`config.mk`:
```
export PLATFORM = sky130hd
export DESIGN_NAME = systolic_2x2
export DESIGN_NICKNAME = d
export VERILOG_FILES = /design/src/rtl/systolic_2x2.sv
export SDC_FILE = /design/constraint.sdc
export NUM_CORES = 1
export LEC_CHECK = 0
export ABC_AREA = 1
export BUFFER_PORTS_ARGS = -buffer_cell sky130_fd_sc_hd__buf_4
export CELL_PAD_IN_SITES_DETAIL_PLACEMENT = 1
export CELL_PAD_IN_SITES_GLOBAL_PLACEMENT = 1
export CORE_ASPECT_RATIO = 0.6
export CORE_MARGIN = 2
export CORE_UTILIZATION = 46
export DETAILED_ROUTE_END_ITERATION = 16
export MAX_ROUTING_LAYER = met4
export PLACE_DENSITY = 0.8
export SLEW_MARGIN = 20
export SYNTH_ARGS = -nofsm -noshare
export SYNTH_HDL_FRONTEND = slang
export SYNTH_SLANG_ARGS = --single-unit
```
`constraint.sdc`:
```
create_clock -name clk -period 4.5 [get_ports clk]
set_input_delay 0.9 -clock clk [delete_from_list [all_inputs] [get_ports clk]]
set_output_delay 0.9 -clock clk [all_outputs]
set_load 0.05 [all_outputs]
```
`src/rtl/systolic_2x2.sv`:
```
// Output-stationary 2x2 systolic matrix multiplier (C = A x B), unsigned.
// Ports: clk, rst (async, active-high), a1/a2 row streams, b1/b2 column
// streams, c11..c22 registered results, done (sticky completion flag).

module systolic_pe #(
    parameter int DATA_W = 8,
    parameter int ACC_W  = 16
) (
    input  logic              clk,
    input  logic              rst,
    input  logic              en,
    input  logic [DATA_W-1:0] a_in,
    input  logic [DATA_W-1:0] b_in,
    output logic [DATA_W-1:0] a_out,
    output logic [DATA_W-1:0] b_out,
    output logic [ACC_W-1:0]  acc
);

    logic [2*DATA_W-1:0] prod;

    assign prod = a_in * b_in;

    always_ff @(posedge clk or posedge rst) begin
        if (rst) begin
            a_out <= '0;
            b_out <= '0;
            acc   <= '0;
        end else if (en) begin
            a_out <= a_in;
            b_out <= b_in;
            // wraps modulo 2^ACC_W
            acc   <= acc + ACC_W'(prod);
        end
    end

endmodule

module systolic_2x2 #(
    parameter int DATA_W      = 8,
    parameter int ACC_W       = 16,
    parameter int DONE_CYCLES = 4
) (
    input  logic              clk,
    input  logic              rst,
    input  logic [DATA_W-1:0] a1,
    input  logic [DATA_W-1:0] a2,
    input  logic [DATA_W-1:0] b1,
    input  logic [DATA_W-1:0] b2,
    output logic [ACC_W-1:0]  c11,
    output logic [ACC_W-1:0]  c12,
    output logic [ACC_W-1:0]  c21,
    output logic [ACC_W-1:0]  c22,
    output logic              done
);

    localparam logic [2:0] LAST_CNT = 3'(DONE_CYCLES - 1);

    logic [2:0]        cnt;
    logic              en;
    logic [DATA_W-1:0] a11_out, b11_out;
    logic [DATA_W-1:0] a12_out, b12_out;
    logic [DATA_W-1:0] a21_out, b21_out;
    logic [DATA_W-1:0] a22_out, b22_out;

    // once done, the whole array freezes
    assign en = ~done;

    always_ff @(posedge clk or posedge rst) begin
        if (rst) begin
            cnt  <= '0;
            done <= 1'b0;
        end else if (!done) begin
            cnt <= cnt + 3'd1;
            // edge on which cnt reaches DONE_CYCLES
            if (cnt == LAST_CNT)
                done <= 1'b1;
        end
    end

    systolic_pe #(.DATA_W(DATA_W), .ACC_W(ACC_W)) u_pe11 (
        .clk   (clk),
        .rst   (rst),
        .en    (en),
        .a_in  (a1),
        .b_in  (b1),
        .a_out (a11_out),
        .b_out (b11_out),
        .acc   (c11)
    );

    systolic_pe #(.DATA_W(DATA_W), .ACC_W(ACC_W)) u_pe12 (
        .clk   (clk),
        .rst   (rst),
        .en    (en),
        .a_in  (a11_out),
        .b_in  (b2),
        .a_out (a12_out),
        .b_out (b12_out),
        .acc   (c12)
    );

    systolic_pe #(.DATA_W(DATA_W), .ACC_W(ACC_W)) u_pe21 (
        .clk   (clk),
        .rst   (rst),
        .en    (en),
        .a_in  (a2),
        .b_in  (b11_out),
        .a_out (a21_out),
        .b_out (b21_out),
        .acc   (c21)
    );

    systolic_pe #(.DATA_W(DATA_W), .ACC_W(ACC_W)) u_pe22 (
        .clk   (clk),
        .rst   (rst),
        .en    (en),
        .a_in  (a21_out),
        .b_in  (b12_out),
        .a_out (a22_out),
        .b_out (b22_out),
        .acc   (c22)
    );

    // edge-column operands leave the array unused
    logic unused;
    assign unused = ^{a12_out, a22_out, b21_out, b22_out};

endmodule

```
==> flow_metrics.py <==
metrics = {
    "sta": {
        "hold_viol": 0,
        "rsz0062_at_grt": "false",
        "period_share_pct": 94.5,
        "fin_skew_ps": 14.7,
        "setup_viol": 0,
        "worst_slew_margin_rel_pct": 31.5,
        "period_minus_slack_ps": 4250,
        "worst_pin_slew_ps": 1030,
        "final.setup.worst_slack_ps": 246,
        "maxSlewViolCount": 0,
        "clock.fmax_mhz": 235,
        "fin_hold_ws_ps": 503,
    },
    "layout": {
        "multi_input_area_mm2": 0.00965,
        "fin_area_mm2": 0.0163,
        "most-common-layout-cells": "727 x nand2_1, 649 x inv_1, 200 x fa_1",
        "diodes": 0,
        "regArea_mm2": 0.00251,
        "drive_above_1_share_pct": 6.41,
        "synthToLayoutAreaGrowth_pct": 8.80,
        "fill_cells": 4182,
        "num-nets-final": 2541,
        "postLayoutCoreUtil_pct": 50.5,
        "final_common_cell": "nand2_1",
    },
    "cts": {
        "clock-sinks": 100,
        "ctsHoldBuffers": 0,
        "numCtsBuffers": 9,
        "ctsHtreeMaxLevel": 3,
        "clock_latency_ps": 380,
        "cts_tree": "built",
        "clkSlewWorstSetupHoldPaths_ps": 80,
        "clockBufferDepth": 2,
        "root_buffer": "clkbuf_16",
    },
    "run_status": {
        "status": "completed",
    },
    "flow_run": {
        "maxCapViolCount": 0,
    },
    "detailed_routing": {
        "drc": 0,
        "routedWlPerCell_um": 16.1,
        "vias_per_cell": 4.92,
        "ant_nets": 0,
        "routed_wl_um": 41700,
        "drtIter0Drc": 621,
        "drt_pass1_iterations": 4,
        "vias": 12775,
    },
    "global_route": {
        "grt_pass1_wl_um": 71400,
        "antenna_found_initial": 0,
        "overflow": 0,
        "grt_max_degree": 70,
        "grt_pass1_vias": 14072,
        "grtUsageTotal_pct": 27.4,
    },
    "floorplan": {
        "placementRows": 51,
        "dieHeight_um": 144,
        "chipWidth_um": 237,
        "floorplan.initialDensity_pct": 46.4,
        "ios": 99,
        "dieArea_mm2": 0.0340,
        "core-area_mm2": 0.0322,
    },
    "setup_path": {
        "cp-start-kind": "input pin",
        "crit_path_end_kind": "register",
        "critPathMaxFanout": 7,
        "worstPathArrival_ps": 4530,
        "crit_type": "input pin to register",
        "cp.required_ps": 4770,
    },
    "min_path": {
        "hold_class": "register to register",
    },
    "placement": {
        "dp_hpwl_um": 33700,
        "port_buffers": 98,
        "dpl-instance-area_mm2": 0.0160,
        "place_ws_ps": -108,
        "gp_congestion": 0.890,
    },
    "logic_synthesis": {
        "netlist.area_leader.share_pct": 26.8,
        "syn_nets": 2505,
        "synth_seq_cells": 100,
        "synthTopCellsByArea": "fa_1 27%, nand2_1 18%, dfrtp_1 17%",
        "synth_warnings": 0,
        "synth_cell_type_count": 25,
        "seq_area_frac_synth_pct": 16.7,
        "yosysTopAreaCell": "fa_1",
        "synth_cells": 2129,
        "avgSynthCellArea_um2": 7.02,
        "syn_area_mm2": 0.0149,
    },
}
-- synth_stat cells (all sizes together) --
cell    count
or2         6
fa        200
xor2        2
nand2     728
o22ai       8
dfrtp     100
buf        13
o21ai      32
xnor2       1
ha        142
inv       653
clkbuf     72
nand4      18
nand3b      4
nand3      83
a21oi      20
nor3        1
nor2       46
-- critical path: stages --
cell and delay (ps):
buf_4 140, nand2_1 100, fa_1 560, inv_1 60, fa_1 440, fa_1 520
inv_1 60, fa_1 500, inv_1 50, ha_1 350, nand2_1 110, nor2_1 180
nand3_1 210, nand3_1 140, nand2_1 60, nand3_1 80, nand2_1 70
-- logic make-up (layout without fill, tap and decap cells) --
group / after synthesis / in the layout / share of synthesized area [%]
flops: 100 / 100 / 16.7
compound gates: 60 / 60 / 2.08
fa+ha+maj: 342 / 342 / 38.7
xor+xnor: 3 / 3 / 0.176
buf+inv: 738 / 779 / 18.7
simple gates: 886 / 886 / 23.6
-- through the flow --
| step | std cells | setup TNS [ps] |
|---|---|---|
| after floorplan | 2129 | 0 |
| after CTS | 2594 | 0 |
| after detailed placement | 2578 | -574 |
| after global placement | 2578 | -2.21 |
| final | 2594 | 0 |
| after global routing | 2594 | 0 |
-- worst paths after layout --
check	end	from	slack, ps	depth (start not counted)
setup / recovery	u_pe12.acc[14]$_DFFE_PP0N_	b2[2]	250	17
hold / removal	cnt[1]$_DFFE_PP0N_	cnt[1]$_DFFE_PP0N_	500	2
setup reg to reg	u_pe12.acc[14]$_DFFE_PP0N_	u_pe11.a_out[5]$_DFFE_PP0N_	280	16
hold reg to reg	cnt[1]$_DFFE_PP0N_	cnt[1]$_DFFE_PP0N_	500	2
max in group asynchronous	u_pe11.acc[2]$_DFFE_PP0N_	rst	3010	3
min in group asynchronous	u_pe22.acc[11]$_DFFE_PP0N_	rst	710	2
-- registers in the layout, summed over array words and instances (netlist names) --
name and cells:
u_pe22.acc 16, u_pe21.acc 16, u_pe11.a_out 8, done 1, u_pe11.acc 16, u_pe12.b_out 8, cnt 3, u_pe11.b_out 8
u_pe21.a_out 8, u_pe12.acc 16
-- routing by layer --
layer  track usage, %  part of all wire (%)  wire, µm
met5                -                     0         0
met4             4.86                   1.1       473
met3             3.46                   3.2      1340
met1             36.1                    48     20100
met2             46.1                    47     19800
-- repair_timing --
| action | CTS | global route |
|---|---|---|
| resized for setup | 0 | 1 |
| setup endpoints to repair | 0 | 1 |
| buffers inserted | 0 | 0 |
-- area by class of cell --
| cell class | instances | area share, % |
|---|---|---|
| clock inverters | 4 | 0.154 |
| inverters | 653 | 15.1 |
| well taps | 424 | 3.26 |
| flip-flops and latches | 100 | 15.4 |
| clock buffers | 12 | 1.58 |
| multi-input cells | 1291 | 59.3 |
| repair buffers | 110 | 5.16 |
Power is not shown: default switching activity piles up to over one toggle a cycle in this logic, so the estimate is an artifact.
